[config.mk]
export PLATFORM = sky130hd
export DESIGN_NAME = m_vector_fetcher
export DESIGN_NICKNAME = d
export VERILOG_FILES = /design/src/rtl/m_vector_fetcher.sv
export SDC_FILE = /design/constraint.sdc
export NUM_CORES = 1
export LEC_CHECK = 0
export ABC_AREA = 0
export BUFFER_PORTS_ARGS = -buffer_cell sky130_fd_sc_hd__clkbuf_2
export CAP_MARGIN = 20
export CORE_UTILIZATION = 37
export DETAILED_ROUTE_END_ITERATION = 12
export PLACE_DENSITY = 0.55
export SYNTH_ARGS = -nofsm -noshare
export SYNTH_HDL_FRONTEND = slang
export SYNTH_SLANG_ARGS = --single-unit
[constraint.sdc]
create_clock -name clock -period 3.4 [get_ports clock]
set_input_delay 0 -clock clock [delete_from_list [all_inputs] [get_ports clock]]
set_output_delay 0 -clock clock [all_outputs]
set_load 0.005 [all_outputs]
[src/rtl/m_vector_fetcher.sv]
// ---------------------------------------------------------------------------
// m_vector_fetcher
//
// Fetch sequencer that streams filter-vector elements from a single-port
// vector memory to the MAC datapath. Each start request issues one burst of
// FILTER_LEN reads for the current (layer, tile). Fixed-latency read data is
// collected in a small show-ahead FIFO with a valid/ready handshake. A credit
// check on reads in flight keeps the FIFO from overflowing. Layer and tile
// counters step through a full sweep and then wrap back to the start.
//
// Ports:
//   clock       rising-edge clock
//   clear_n     asynchronous active-low reset
//   start       request one burst (sampled in IDLE only)
//   restart     in IDLE: zero the layer/tile counters
//   interleave  1 = quadrant-interleaved column, 0 = linear (sampled at start)
//   mem_rdata   memory read data, valid MEM_LAT cycles after a sampled read
//   mem_addr    registered read address {row, col}
//   mem_en      registered read enable
//   mem_write   always 0
//   out_valid   FIFO non-empty
//   out_ready   consumer accepts out_data
//   out_data    head-of-FIFO element (holds last value when empty)
//   out_last    head element is the last one of its burst
//   burst_done  one-cycle pulse after the last element of a burst is accepted
//   sweep_last  current counters are the final layer of the final tile
//   busy        sequencer not idle
// ---------------------------------------------------------------------------
module m_vector_fetcher #(
    parameter int unsigned DATA_W     = 16,
    parameter int unsigned ADDR_W     = 10,
    parameter int unsigned COL_BITS   = 4,
    parameter int unsigned LAYERS     = 4,
    parameter int unsigned FILTER_LEN = 8,
    parameter int unsigned ROW_STRIDE = 4,
    parameter int unsigned MEM_LAT    = 1,
    parameter int unsigned FIFO_DEPTH = 4
) (
    input  logic              clock,
    input  logic              clear_n,
    input  logic              start,
    input  logic              restart,
    input  logic              interleave,
    input  logic [DATA_W-1:0] mem_rdata,
    output logic [ADDR_W-1:0] mem_addr,
    output logic              mem_en,
    output logic              mem_write,
    output logic              out_valid,
    input  logic              out_ready,
    output logic [DATA_W-1:0] out_data,
    output logic              out_last,
    output logic              burst_done,
    output logic              sweep_last,
    output logic              busy
);

    localparam int unsigned ROW_W   = ADDR_W - COL_BITS;
    localparam int unsigned HALF    = COL_BITS / 2;
    localparam int unsigned LAYER_W = $clog2(LAYERS);
    localparam int unsigned IDX_W   = (FILTER_LEN > 1) ? $clog2(FILTER_LEN) : 1;
    localparam int unsigned PTR_W   = $clog2(FIFO_DEPTH);
    localparam int unsigned CNT_W   = PTR_W + 1;
    // Wide enough for fifo count plus every read that can be in flight.
    localparam int unsigned CRED_W  = $clog2(FIFO_DEPTH + MEM_LAT + 2) + 1;

    localparam logic [1:0] StIdle  = 2'd0;
    localparam logic [1:0] StIssue = 2'd1;
    localparam logic [1:0] StDrain = 2'd2;

    // Sequencer state
    logic [1:0]          state_q, state_d;
    logic [LAYER_W-1:0]  layer_q, layer_d;
    logic [COL_BITS-1:0] tile_q, tile_d;
    logic [IDX_W-1:0]    idx_q, idx_d;
    logic [ROW_W-1:0]    row_q, row_d;
    logic [COL_BITS-1:0] col_q, col_d;

    // Read request and return pipeline
    logic                mem_en_q, mem_en_d;
    logic                mem_last_q, mem_last_d;
    logic [ADDR_W-1:0]   mem_addr_q, mem_addr_d;
    logic [MEM_LAT-1:0]  pipe_valid_q;
    logic [MEM_LAT-1:0]  pipe_last_q;

    // Output FIFO
    logic [DATA_W-1:0]   fifo_data_q [FIFO_DEPTH];
    logic [FIFO_DEPTH-1:0] fifo_last_q;
    logic [PTR_W-1:0]    wr_ptr_q, wr_ptr_d;
    logic [PTR_W-1:0]    rd_ptr_q, rd_ptr_d;
    logic [CNT_W-1:0]    count_q, count_d;
    logic [DATA_W-1:0]   hold_q, hold_d;
    logic                burst_done_q, burst_done_d;

    logic                push;
    logic                pop;
    logic                head_last;
    logic                credit_ok;
    logic [CRED_W-1:0]   inflight;

    // Quadrant interleave: minor bits land on even column bits, major on odd.
    function automatic logic [COL_BITS-1:0] map_col(input logic [COL_BITS-1:0] tile,
                                                    input logic il);
        logic [COL_BITS-1:0] col;
        col = tile;
        if (il) begin
            for (int i = 0; i < int'(HALF); i++) begin
                col[2*i]   = tile[i];
                col[2*i+1] = tile[HALF+i];
            end
        end
        return col;
    endfunction

    assign out_valid  = (count_q != '0);
    assign pop        = out_valid && out_ready;
    assign push       = pipe_valid_q[MEM_LAT-1];
    assign head_last  = fifo_last_q[rd_ptr_q];
    assign out_data   = out_valid ? fifo_data_q[rd_ptr_q] : hold_q;
    assign out_last   = out_valid && head_last;

    assign mem_en     = mem_en_q;
    assign mem_addr   = mem_addr_q;
    assign mem_write  = 1'b0;
    assign burst_done = burst_done_q;
    assign busy       = (state_q != StIdle);
    assign sweep_last = (layer_q == LAYER_W'(LAYERS - 1)) && (tile_q == '1);

    // Reads already committed: the one being presented now plus the return pipe.
    always_comb begin
        inflight = CRED_W'(mem_en_q);
        for (int i = 0; i < int'(MEM_LAT); i++) begin
            inflight = inflight + CRED_W'(pipe_valid_q[i]);
        end
    end

    // Pops in the same cycle are not credited, which keeps the check simple
    // and still sustains one read per clock at the defaults.
    assign credit_ok = (CRED_W'(count_q) + inflight) < CRED_W'(FIFO_DEPTH);

    // Sequencer next state
    always_comb begin
        state_d      = state_q;
        layer_d      = layer_q;
        tile_d       = tile_q;
        idx_d        = idx_q;
        row_d        = row_q;
        col_d        = col_q;
        mem_en_d     = 1'b0;
        mem_last_d   = 1'b0;
        mem_addr_d   = mem_addr_q;
        burst_done_d = 1'b0;

        unique case (state_q)
            StIdle: begin
                if (restart) begin
                    layer_d = '0;
                    tile_d  = '0;
                end
                if (start) begin
                    state_d = StIssue;
                    idx_d   = '0;
                    // Row of element 0 is ROW_STRIDE + layer; later rows add the stride.
                    row_d   = ROW_W'(ROW_STRIDE) + ROW_W'(layer_d);
                    col_d   = map_col(tile_d, interleave);
                end
            end
            StIssue: begin
                if (credit_ok) begin
                    mem_en_d   = 1'b1;
                    mem_addr_d = {row_q, col_q};
                    mem_last_d = (idx_q == IDX_W'(FILTER_LEN - 1));
                    row_d      = row_q + ROW_W'(ROW_STRIDE);
                    idx_d      = idx_q + IDX_W'(1);
                    if (idx_q == IDX_W'(FILTER_LEN - 1)) begin
                        state_d = StDrain;
                    end
                end
            end
            StDrain: begin
                if (pop && head_last) begin
                    state_d      = StIdle;
                    burst_done_d = 1'b1;
                    layer_d      = layer_q + LAYER_W'(1);
                    if (layer_q == LAYER_W'(LAYERS - 1)) begin
                        tile_d = tile_q + COL_BITS'(1);
                    end
                end
            end
            default: begin
                state_d = StIdle;
            end
        endcase
    end

    // FIFO pointer and count next state
    always_comb begin
        wr_ptr_d = wr_ptr_q;
        rd_ptr_d = rd_ptr_q;
        count_d  = count_q;
        hold_d   = hold_q;
        if (push) begin
            wr_ptr_d = wr_ptr_q + PTR_W'(1);
        end
        if (pop) begin
            rd_ptr_d = rd_ptr_q + PTR_W'(1);
            hold_d   = fifo_data_q[rd_ptr_q];
        end
        if (push && !pop) begin
            count_d = count_q + CNT_W'(1);
        end else if (!push && pop) begin
            count_d = count_q - CNT_W'(1);
        end
    end

    always_ff @(posedge clock or negedge clear_n) begin
        if (!clear_n) begin
            state_q      <= StIdle;
            layer_q      <= '0;
            tile_q       <= '0;
            idx_q        <= '0;
            row_q        <= '0;
            col_q        <= '0;
            mem_en_q     <= 1'b0;
            mem_last_q   <= 1'b0;
            mem_addr_q   <= '0;
            pipe_valid_q <= '0;
            pipe_last_q  <= '0;
            wr_ptr_q     <= '0;
            rd_ptr_q     <= '0;
            count_q      <= '0;
            hold_q       <= '0;
            burst_done_q <= 1'b0;
        end else begin
            state_q      <= state_d;
            layer_q      <= layer_d;
            tile_q       <= tile_d;
            idx_q        <= idx_d;
            row_q        <= row_d;
            col_q        <= col_d;
            mem_en_q     <= mem_en_d;
            mem_last_q   <= mem_last_d;
            mem_addr_q   <= mem_addr_d;
            // The memory samples mem_en at this edge; track it until data returns.
            pipe_valid_q[0] <= mem_en_q;
            pipe_last_q[0]  <= mem_en_q && mem_last_q;
            for (int i = 1; i < int'(MEM_LAT); i++) begin
                pipe_valid_q[i] <= pipe_valid_q[i-1];
                pipe_last_q[i]  <= pipe_last_q[i-1];
            end
            wr_ptr_q     <= wr_ptr_d;
            rd_ptr_q     <= rd_ptr_d;
            count_q      <= count_d;
            hold_q       <= hold_d;
            burst_done_q <= burst_done_d;
        end
    end

    // Storage needs no reset: out_valid gates every read of it.
    always_ff @(posedge clock) begin
        if (push) begin
            fifo_data_q[wr_ptr_q] <= mem_rdata;
            fifo_last_q[wr_ptr_q] <= pipe_last_q[MEM_LAT-1];
        end
    end

endmodule

Word-level counts from Yosys, hierarchy flattened

Memory sizes are Yosys's and may differ from the RTL's.
Cells that the tools add are included.
Widths: inputs -> output; s select.

Register bits after elaboration: 63
Logic and storage cells: 101
Memories kept: 1
Memory bits (writable): 64
Output and inout port bits: 33
Bits of input ports: 22

$lt $le $gt $ge: 4
Reduce and logical (&&, ||, !) cells: 22
Mux-type cells: 36
Eq/ne operators: 10
Add/subtract/negate cells: 11

Memories:

| memory      | words | width | read ports | clocked after memory_dff | wr ports | RTL line | RTL |
|---|---|---|---|---|---|---|---|
| fifo_data_q | 4     | 16    | 1          | 0                        | 1        | 86       | `logic [DATA_W-1:0] fifo_data_q [FIFO_DEPTH];` |

Operators by type and width:

| operator            | number |
|---|---|
| $mux 16             | 1 |
| $mux 3              | 5 |
| $mux 2              | 7 |
| $mux 4              | 3 |
| $mux 6              | 2 |
| $pmux 6 s2          | 1 |
| $mux 1              | 10 |
| $ne 2x2->1 const B  | 5 |
| $logic_and 1x1->1   | 8 |
| $pmux 4 s2          | 1 |
| $reduce_bool 2->1   | 4 |
| $add 2x1->2 const B | 3 |
| $add 3x1->3 const B | 2 |
| $add 6x3->6 const B | 1 |
| $lt 2x3->1 const B  | 2 |
| $pmux 2 s3          | 1 |
| $pmux 3 s2          | 1 |
| $reduce_and 2->1    | 3 |
| $reduce_and 3->1    | 2 |
| $add 3x2->4         | 1 |
| $add 3x2->4 const A | 1 |
| $add 4x1->4 const B | 1 |
| $bwmux 4            | 1 |
| $eq 2x2->1 const B  | 2 |
| 14 further kinds    | 15 |

Depth between registers and ports, before layout

Gate-level depths: netlist of the first run.

Depth in word-level cells: 5
Gate-level depth with buffers: 9
Mapped depth without buffers: 8

Least setup slack after synthesis of the first run

No wires, ideal clock.

Kind: flip-flop to flip-flop
Start point: register count_q[0]
End point: register count_q[2]
Setup time: 80 ps
Cell stages (with the launch flop): 10
Clock period less this slack: 2,247 ps
Setup slack: 1,153 ps
Data arrival time: 2,168 ps
Path buffers: 1
Data required time: 3,320 ps
Cell sequence: dfrtp_1 o31a_1 clkinv_1 buf_1 ha_1 inv_1 fa_1 xor2_1 nor2_1 xnor2_1

Cells in the longest elaborated chain, start to end: 5

Ends and longest elaborated chain:

| what                                                                | RTL line | RTL |
|---|---|---|
| start: declaration                                                  | 90       | `logic [CNT_W-1:0] count_q, count_d;` |
| start signal: assignment                                            | 252      | `count_q <= count_d;` |
| parallel branches: the longest is 5 deep, another holds $sub 3x1->3 | --       |  |

Parallel ways; which one is timed is not known. The select of a mux whose other input is x is not followed.
A chain may end at the register's enable or synchronous reset.

Final worst setup path of the first run

Start point: register count_q[0]
End point: register count_q[1]

Cells in the longest elaborated chain, start to end: 5

Ends and longest elaborated chain:

| what                                                                | RTL line | RTL |
|---|---|---|
| parallel branches: the longest is 4 deep, another holds $sub 3x1->3 | --       |  |
| $mux 3 (*)                                                          | 208      | `if (push && !pop) begin` |
| named net count_d[1]                                                | 90       |  |

Mark *: on every way through the listed nets, which the timed path passes. The select of a mux whose other input is x is not followed.

==> flow_summary.json, run 1 <==
{
  "outcome": "finished clean",
  "antenna_found_initial": 0,
  "max_freq_mhz": 419.2,
  "synth.distinct_cells": 41,
  "hp-class": "input pin to flop",
  "busiest_layer": "met2",
  "dieArea_sq_um": 14790,
  "num_vias": 3129,
  "tightest_slew_ns": 1.030,
  "place_congestion": 0.7263,
  "hold_viol_final": 0,
  "reg2regPathDepth": 6,
  "power_density_nw_per_um2": 883.2,
  "dr.pass1.iters": 4,
  "r2r-end": "count_q[1]",
  "finalClockSkew_ns": 0.004613,
  "grtUsageMet1": 0.1779,
  "cts_htree_levels": 4,
  "die_w_um": 121.6,
  "initial_core_util": 0.3800,
  "setup_tns_ns": 0,
  "vias_per_cell": 4.799,
  "syn_avg_cell_area_sq_um": 14.01,
  "slew_headroom": 0.3136,
  "finalCritPeriodShare": 0.7016,
  "drt_wl_total_um": 10480,
  "ys_ff_latch": 127,
  "use_met2": 0.2773,
  "met3_usage": 0.05899,
  "finalCriticalPeriod_ns": 2.386,
  "start_kind": "flop",
  "antenna_left": 0,
  "ir_drop_v": 0.0004754,
  "clockRootBuffer": "clkbuf_16",
  "cts_inserted_buffers": 17,
  "r2r_start": "count_q[0]",
  "clock_sinks": 127,
  "worstSetupPathType": "flop to flop",
  "rsz0062_at_grt": "no",
  "worstHoldEndpoint": "hold_q[3]",
  "worst-path-max-fanout": 17,
  "cp_data_required_time_ns": 3.70,
  "dp_hpwl_um": 6566,
  "holdPathStages": 5,
  "port_buffers": 53,
  "finalSetupViolCount": 0,
  "grt_pass1_wl_um": 17050,
  "ys_seq_area_frac": 0.6645,
  "grt_max_degree": 34,
  "end_kind": "flop",
  "final_nets": 494,
  "antennaDiodeCount": 0,
  "critPathArrivalTime_ns": 2.68,
  "hp-start": "out_ready",
  "max_cap_violations": 0,
  "syn_to_final_growth_pct": 23.06,
  "drt_iter0_markers": 138,
  "syn-cell-area_sq_um": 5295,
  "grt_overflow": 0,
  "clk-insertion-delay-late_ns": 0.41,
  "drc": 0,
  "grt_use_total": 0.1609,
  "num_io_pins": 55,
  "wl_per_cell_um": 16.07,
  "fin_util": 0.4676,
  "rrSetupSlack_ns": 1.01,
  "grt_pass1_vias": 3276,
  "rows": 43,
  "path_clk_slew_ns": 0.05,
  "drive_gt1_frac": 0.2415,
  "die_h_um": 121.6,
  "leakagePower_nw": 2.756,
  "power_mw": 5.755,
  "netlist_instances": 378,
  "clockBufferDepth": 2,
  "synth_fp_nets": 412,
  "yosys_warnings": 0,
  "core-area_sq_um": 13930,
  "cts_tree": "built",
  "drv_slew": 0
}
## per-stage QoR
| step | area, sq um | cells | hold WS, ns | setup slack, ns |
|---|---|---|---|---|
| after floorplan | 5295 | 378 | -0.2956 | 1.153 |
| after global placement | 5742 | 600 | 0.1480 | 1.004 |
| after detailed placement | 5742 | 600 | 0.1590 | 0.9448 |
| after CTS | 6516 | 652 | 0.1752 | 0.9248 |
| after global routing | 6516 | 652 | 0.2083 | 0.7892 |
| final | 6516 | 652 | 0.1889 | 1.014 |
## power breakdown
group	switching [mW]	internal (mW)	leakage, nW	total, mW
Combinational	0.930	0.799	1.11	1.73
Clock	0.637	1.09	0.266	1.72
Sequential	0.241	2.06	1.38	2.30
Total	1.81	3.95	2.76	5.76
## flip-flops by register name (all words and copies together) (netlist names), 4 cells and up
signal,count
col_q,4
fifo_data_q,64
fifo_last_q,4
hold_q,16
mem_addr,10
row_q,6
tile_q,4
## layer usage
| metal | part of all wire | vias up |
|---|---|---|
| met1 | 0.43 | 1528 |
| li1 | - | 1519 |
| met5 | 0 | - |
| met4 | 0.017 | 0 |
| met3 | 0.040 | 17 |
| met2 | 0.52 | 65 |
## cell usage after synthesis
library cell / instances / area share
nand2b_1: 4 / 0.0047
conb_1: 1 / 0.00071
nor2b_1: 1 / 0.0012
buf_1: 3 / 0.0021
o31ai_1: 2 / 0.0028
o31a_1: 1 / 0.0017
and2b_1: 1 / 0.0014
or3b_1: 1 / 0.0017
o2111a_1: 1 / 0.0021
inv_1: 9 / 0.0064
o21bai_1: 1 / 0.0014
edfxtp_1: 68 / 0.39
and4_1: 1 / 0.0017
buf_6: 1 / 0.0021
xor2_1: 3 / 0.0050
clkbuf_1: 3 / 0.0021
xnor2_1: 4 / 0.0066
fa_1: 1 / 0.0038
and2_1: 7 / 0.0083
a21boi_0: 1 / 0.0014
mux2_2: 17 / 0.036
nand2_1: 98 / 0.069
nand3_1: 11 / 0.010
mux4_1: 7 / 0.035
o21ai_0: 14 / 0.013
or3_1: 3 / 0.0035
buf_4: 1 / 0.0014
a21oi_1: 3 / 0.0028
buf_2: 8 / 0.0076
nor2_1: 6 / 0.0043
mux2i_1: 3 / 0.0057
a22oi_1: 3 / 0.0043
o211ai_1: 4 / 0.0057
a211oi_1: 1 / 0.0014
ha_1: 11 / 0.026
nand4_4: 1 / 0.0040
dfrtp_1: 59 / 0.28
clkinv_1: 1 / 0.00071
a21o_1: 2 / 0.0028
o311ai_0: 1 / 0.0017
mux4_2: 10 / 0.043
## final cells by class
type                    count  area (sq um)
inverters                  10         37.54
repair buffers             79         513.0
flip-flops and latches    127          3518
multi-input cells         225          1658
well taps                 180         225.2
fillers                  1238          7418
clock buffers              20         446.7
clock inverters            11         117.6
## worst max-delay path, stage by stage (launching register included)
cell	delay (ns)
dfrtp_1	0.44
o31a_1	0.19
clkinv_1	0.47
ha_1	0.43
inv_1	0.08
fa_1	0.40
mux2_2	0.26
## worst max-delay path by stage
stage                     startpoint    endpoint  slack [ns]  cells past startpoint
after floorplan           count_q[0]  count_q[2]        1.15                      9
after CTS                 count_q[0]  count_q[1]        0.92                      6
after global routing      count_q[0]  count_q[1]        0.79                      6
final                     count_q[0]  count_q[1]        1.01                      6
after global placement    count_q[0]  count_q[1]        1.00                      6
after detailed placement  count_q[0]  count_q[1]        0.94                      6
## cell usage in the layout (no fill, tap or decap), types with 2 or more instances in the layout
cell type / netlist / final
o31ai_1: 2 / 2
edfxtp_1: 68 / 68
a22oi_1: 3 / 3
clkinv_2: 0 / 3
nand2_1: 98 / 98
xor2_1: 3 / 3
clkbuf_1: 3 / 2
nor2_1: 6 / 6
clkbuf_2: 0 / 53
or3_1: 3 / 3
mux2i_1: 3 / 3
mux2_2: 17 / 17
o21ai_0: 14 / 14
o211ai_1: 4 / 4
a21oi_1: 3 / 3
buf_4: 1 / 5
inv_1: 9 / 9
nand3_1: 11 / 11
clkbuf_16: 0 / 17
a21o_1: 2 / 2
clkinvlp_4: 0 / 4
dfrtp_1: 59 / 59
xnor2_1: 4 / 4
clkinv_1: 1 / 2
ha_1: 11 / 11
and2_1: 7 / 7
nand2b_1: 4 / 4
mux4_1: 7 / 7
dlygate4sd3_1: 0 / 21
mux4_2: 10 / 10
bufinv_16: 0 / 2
## logic make-up (layout without fill, tap and decap cells)
kind of cell / after synthesis / count (layout) / share of synthesized area
simple gates: 134 / 134 / 0.1106
flops: 127 / 127 / 0.6645
mux: 37 / 37 / 0.1191
compound gates: 34 / 34 / 0.04135
buf+inv: 26 / 120 / 0.02245
fa+ha+maj: 12 / 12 / 0.02977
xor+xnor: 7 / 7 / 0.01158
other cells: 1 / 1 / 0.0007082
## timing repair
action / 4_1_cts / 5_1_grt
resized for setup: 0 / 0
hold buffers: 21 / 0
endpoints found under the hold margin: 102 / 0
buffers inserted: 0 / 0
(Power assumes the default switching activity.)
==> run 2, diff against run 1 <==
==> constraint.sdc (replaced) <==
create_clock -name clock -period 2.3 [get_ports clock]
set_input_delay 0 -clock clock [delete_from_list [all_inputs] [get_ports clock]]
set_output_delay 0 -clock clock [all_outputs]
set_load 0.005 [all_outputs]
==> flow_summary.json, run 2 (same netlist as run 1, synthesis figures left out) <==
{
  "outcome": "finished clean",
  "finalCriticalPeriod_ns": 2.079,
  "cts_setup_buffers": 0,
  "r2r_start": "state_q[1]",
  "ir_drop_v": 0.0008192,
  "final_nets": 503,
  "fin_util": 0.4807,
  "mostFrequentLayoutCells": "nand2_1, edfxtp_1, dfrtp_1",
  "max_cap_violations": 0,
  "finalSetupViolCount": 0,
  "die_w_um": 121.6,
  "port_buffers": 53,
  "power_mw": 8.995,
  "hold_viol_final": 0,
  "cts_inserted_buffers": 17,
  "path_clk_slew_ns": 0.06,
  "drt_iter0_markers": 144,
  "worstHoldEndpoint": "count_q[0]",
  "cts_htree_levels": 4,
  "critPathBufInv": 2,
  "grt_pass1_vias": 3358,
  "die_h_um": 121.6,
  "drt_wl_total_um": 10670,
  "clk-insertion-delay-late_ns": 0.42,
  "rows": 43,
  "num_vias": 3228,
  "core-area_sq_um": 13930,
  "grt_max_degree": 60,
  "max_freq_mhz": 480.9,
  "finalCritPeriodShare": 0.9040,
  "leakagePower_nw": 2.856,
  "power_density_nw_per_um2": 1343,
  "largest_reg_flops": 64,
  "fillers": 1225,
  "critical-path-slowest-cell": "mux4_1",
  "cp_top_family": "multiplexers",
  "antennaDiodeCount": 0,
  "grt_overflow": 0,
  "wl_met1_um": 4557,
  "finalClockSkew_ns": 0.006582,
  "grt_use_total": 0.1627,
  "dieArea_sq_um": 14790,
  "num_io_pins": 55,
  "clock_sinks": 127,
  "end_kind": "output pin",
  "hp-class": "input pin to flop",
  "cts_tree": "built",
  "initial_core_util": 0.3800,
  "reg2regPathDepth": 4,
  "drv_slew": 0,
  "routed-wl-met3_um": 442,
  "pre_cts_ws_ns": 0.3736,
  "rsz0062_at_grt": "no",
  "drive_gt1_frac": 0.2656,
  "clockRootBuffer": "clkbuf_16",
  "worst-path-max-fanout": 9,
  "slew_headroom": 0.4644,
  "vias_per_cell": 4.876,
  "critPathArrivalTime_ns": 2.08,
  "crit_path_max_incr_delay_ns": 0.57,
  "clockBufferDepth": 2,
  "antenna_found_initial": 0,
  "holdPathStages": 5,
  "worst_slack_ns": 0.2207,
  "r2r-end": "col_q[1]",
  "drc": 0,
  "final_common_cell": "nand2_1",
  "setup_tns_ns": 0,
  "grt_pass1_wl_um": 17280,
  "worstSetupPathType": "flop to output pin",
  "wl_met2_um": 5444,
  "antenna_left": 0,
  "tightest_slew_ns": 0.8035,
  "hp-start": "out_ready",
  "place_congestion": 0.7398,
  "cp_data_required_time_ns": 2.30,
  "start_kind": "flop",
  "dr.pass1.iters": 4,
  "wl_per_cell_um": 16.11,
  "rrSetupSlack_ns": 0.24,
  "syn_to_final_growth_pct": 26.51,
  "top_layer": "met4",
  "regMostFlops": "fifo_data_q",
  "worstPathCellList": "buf_12 -> mux4_1 -> mux2_2 -> clkbuf_2",
  "dp_hpwl_um": 6561
}
[run 2: cell count changes in the layout (fill, tap and decap cells not counted), sizes merged]
cell,previous run,this run
buf,5,14
bufinv,2,4
clkinv,5,6
clkinvlp,4,1
inv,10,11
[run 2: how the worst max path moves through the flow]
| stage | start | endpoint | slack (ns) | cells past startpoint |
|---|---|---|---|---|
| 6_report | rd_ptr_q[0] | out_data[0] | 0.22 | 4 |
| 5_1_grt | state_q[1] | col_q[1] | 0.12 | 4 |
| 4_1_cts | rd_ptr_q[0] | out_data[0] | 0.04 | 4 |
| 3_5_place_dp | count_q[0] | count_q[2] | 0.37 | 8 |
| 3_3_place_gp | count_q[0] | count_q[2] | 0.47 | 8 |
| 2_1_floorplan | count_q[0] | count_q[2] | 0.05 | 9 |
[run 2: worst register-to-register path, cell delays in order, from the launching register on]
cell           delay (ns)
dfrtp_1              0.49
nor2_1               0.39
nand2_2              0.26
o31ai_1              0.28
dlygate4sd3_1        0.59
[run 2: final cells by class]
class | instances | area, sq um | area share
inverters | 10 | 37.54 | 0.005603
well taps | 180 | 225.2 | 0.03362
clock inverters | 12 | 181.4 | 0.02708
repair buffers | 88 | 618.1 | 0.09227
multi-input cells | 225 | 1660 | 0.2479
flip-flops and latches | 127 | 3520 | 0.5254
clock buffers | 20 | 456.7 | 0.06817
[run 2: power breakdown]
part	internal (mW)	switching (mW)	total, mW
combinational	1.32	1.42	2.74
sequential	3.04	0.343	3.38
clock	1.88	0.996	2.87
[run 2: per-layer routing]
layer / track usage / up-vias
met2: 0.2685 / 66
met5: 0 / -
li1: - / 1540
met3: 0.05805 / 21
met1: 0.1857 / 1601
met4: 0.08410 / 0
[run 2: per-stage QoR]
| stage | instance area (sq um) | cells | hold slack (ns) |
|---|---|---|---|
| floorplan | 5295 | 378 | -0.2956 |
| global placement | 5847 | 609 | 0.2138 |
| detailed placement | 5847 | 609 | 0.2243 |
| CTS | 6695 | 662 | 0.1408 |
| global route | 6699 | 662 | 0.1865 |
| finish | 6699 | 662 | 0.1512 |
[run 2: repair_timing]
action	4_1_cts	5_1_grt
setup endpoints to repair	0	5
gates resized for setup	0	2
endpoints found under the hold margin	129	0
hold buffers	21	0
==> run 3, diff against run 2 <==
--- a/config.mk
+++ b/config.mk
@@ -8,7 +8,9 @@
 export ABC_AREA = 0
 export BUFFER_PORTS_ARGS = -buffer_cell sky130_fd_sc_hd__clkbuf_2
 export CAP_MARGIN = 20
+export CORE_MARGIN = 2
 export CORE_UTILIZATION = 37
+export CTS_CLUSTER_DIAMETER = 120
 export DETAILED_ROUTE_END_ITERATION = 12
 export PLACE_DENSITY = 0.55
 export SYNTH_ARGS = -nofsm -noshare
==> flow_summary.json, run 3 (same netlist as run 1, synthesis figures left out) <==
{
  "place_congestion": 0.7375,
  "holdPathStages": 5,
  "tightest_slew_ns": 0.7885,
  "cts_inserted_buffers": 17,
  "grt_pass1_wl_um": 16640,
  "finalCriticalPeriod_ns": 2.106,
  "largest_reg_flops": 64,
  "initial_core_util": 0.3800,
  "ir_drop_v": 0.001015,
  "max_freq_mhz": 474.8,
  "critPathArrivalTime_ns": 2.11,
  "die_h_um": 123.6,
  "cp_top_family": "multiplexers",
  "r2r-end": "col_q[2]",
  "grt_use_total": 0.1508,
  "clockBufferDepth": 2,
  "fillers": 1238,
  "hp-start": "out_ready",
  "die_w_um": 123.6,
  "worst-path-max-fanout": 10,
  "drc": 0,
  "syn_to_final_growth_pct": 25.92,
  "setup_tns_ns": 0,
  "cts_htree_levels": 4,
  "internal_power_mw": 6.068,
  "antenna_found_initial": 0,
  "drt_iter0_markers": 177,
  "p_clk_frac": 0.309,
  "cts_setup_buffers": 0,
  "dieArea_sq_um": 15280,
  "grt_max_degree": 60,
  "final_common_cell": "nand2_1",
  "grt_overflow": 0,
  "cts_tree": "built",
  "rsz0062_at_grt": "no",
  "power_density_nw_per_um2": 1321,
  "final_nets": 504,
  "path_clk_slew_ns": 0.06,
  "clk-insertion-delay-late_ns": 0.41,
  "slew_headroom": 0.4743,
  "power_mw": 8.811,
  "outcome": "finished clean",
  "grt_pass1_vias": 3279,
  "cp_data_required_time_ns": 2.30,
  "drive_gt1_frac": 0.2671,
  "hp-class": "input pin to flop",
  "finalSetupViolCount": 0,
  "wl_per_cell_um": 15.60,
  "end_kind": "output pin",
  "mostFrequentLayoutCells": "nand2_1, edfxtp_1, dfrtp_1",
  "r2r_start": "state_q[1]",
  "clock_sinks": 127,
  "regMostFlops": "fifo_data_q",
  "num_vias": 3211,
  "worstPathCellList": "buf_4 -> mux4_1 -> mux2_2 -> clkbuf_2",
  "p_sw_mw": 2.743,
  "antenna_left": 0,
  "rrSetupSlack_ns": 0.27,
  "rows": 43,
  "max_cap_violations": 0,
  "core-area_sq_um": 13930,
  "num_io_pins": 55,
  "drv_slew": 0,
  "finalCritPeriodShare": 0.9158,
  "hold_viol_final": 0,
  "reg2regPathDepth": 4,
  "antennaDiodeCount": 0,
  "port_buffers": 53,
  "start_kind": "flop",
  "dp_hpwl_um": 6679,
  "leakagePower_nw": 2.844,
  "drt_wl_total_um": 10350,
  "dr.pass1.iters": 5,
  "vias_per_cell": 4.843,
  "crit_path_max_incr_delay_ns": 0.58,
  "clockRootBuffer": "clkbuf_16",
  "sw_frac_of_total": 0.3113,
  "pwr-share-seq": 0.387,
  "finalClockSkew_ns": 0.01035,
  "combPwrFrac": 0.304,
  "worstSetupPathType": "flop to output pin",
  "critical-path-slowest-cell": "mux4_1",
  "worstHoldEndpoint": "count_q[0]",
  "critPathBufInv": 2
}
run 3: changes by cell type in the layout (fill, tap and decap cells not counted), sizes merged:
cell,change
inv,+2
clkbuf,-2
bufinv,-1
clkinv,+1
buf,+1
run 3: how the worst max path moves through the flow:
stage	startpoint	end	slack [ns]	depth (start not counted)
final	rd_ptr_q[0]	out_data[5]	0.19	4
after global routing	rd_ptr_q[0]	out_data[5]	0.10	4
after CTS	rd_ptr_q[0]	out_data[5]	0.15	4
after detailed placement	count_q[0]	count_q[2]	0.41	8
after global placement	count_q[0]	count_q[2]	0.47	8
after floorplan	count_q[0]	count_q[2]	0.05	9
run 3: worst register-to-register path, stage by stage, from the launching register on:
cell           delay, ns
dfrtp_1             0.50
nor2_1              0.37
nand2_2             0.25
o31ai_1             0.27
dlygate4sd3_1       0.58
run 3: layout make-up:
| cell class | count | area, sq um | area share |
|---|---|---|---|
| clock buffer | 18 | 429.2 | 0.06436 |
| tap | 180 | 225.2 | 0.03378 |
| timing repair buffer | 89 | 613.1 | 0.09195 |
| sequential | 127 | 3520 | 0.5279 |
| inverter | 10 | 37.54 | 0.005630 |
| clock inverter | 14 | 182.7 | 0.02740 |
| multi-input combinational | 225 | 1660 | 0.2490 |
run 3: repair_timing:
action / in CTS / in global routing
hold buffers: 21 / 0
endpoints found under the setup margin: 4 / 1
hold endpoints to repair: 130 / 0
gates resized for setup: 1 / 1
run 3: power by group through the flow:
| stage | combinational [mW] | clock (mW) | sequential, mW |
|---|---|---|---|
| after global routing | 2.99 | 2.91 | 3.48 |
| after global placement | 2.66 | 0 | 3.43 |
| after detailed placement | 2.70 | 0 | 3.45 |
| final | 2.68 | 2.72 | 3.41 |
| after CTS | 2.74 | 2.80 | 3.41 |
| after floorplan | 1.82 | 0 | 3.29 |
run 3: per-layer routing:
metal  part of all wire  up-vias  track usage
met5                  0        -            0
met4             0.0084        0      0.06321
met3              0.039        7      0.05311
met2               0.52       61       0.2514
met1               0.44     1600       0.1772
li1                   -     1543            -
run 3: through the flow:
stage | cells | hold WS (ns) | instance area (sq um) | worst slack [ns] | utilization
global placement | 610 | 0.2128 | 5842 | 0.4693 | 0.4192
global route | 663 | 0.1434 | 6668 | 0.1039 | 0.4785
finish | 663 | 0.1497 | 6668 | 0.1937 | 0.4785
floorplan | 378 | -0.2956 | 5295 | 0.05256 | -
detailed placement | 610 | 0.2187 | 5842 | 0.4141 | 0.4192
CTS | 663 | 0.1220 | 6665 | 0.1532 | 0.4783
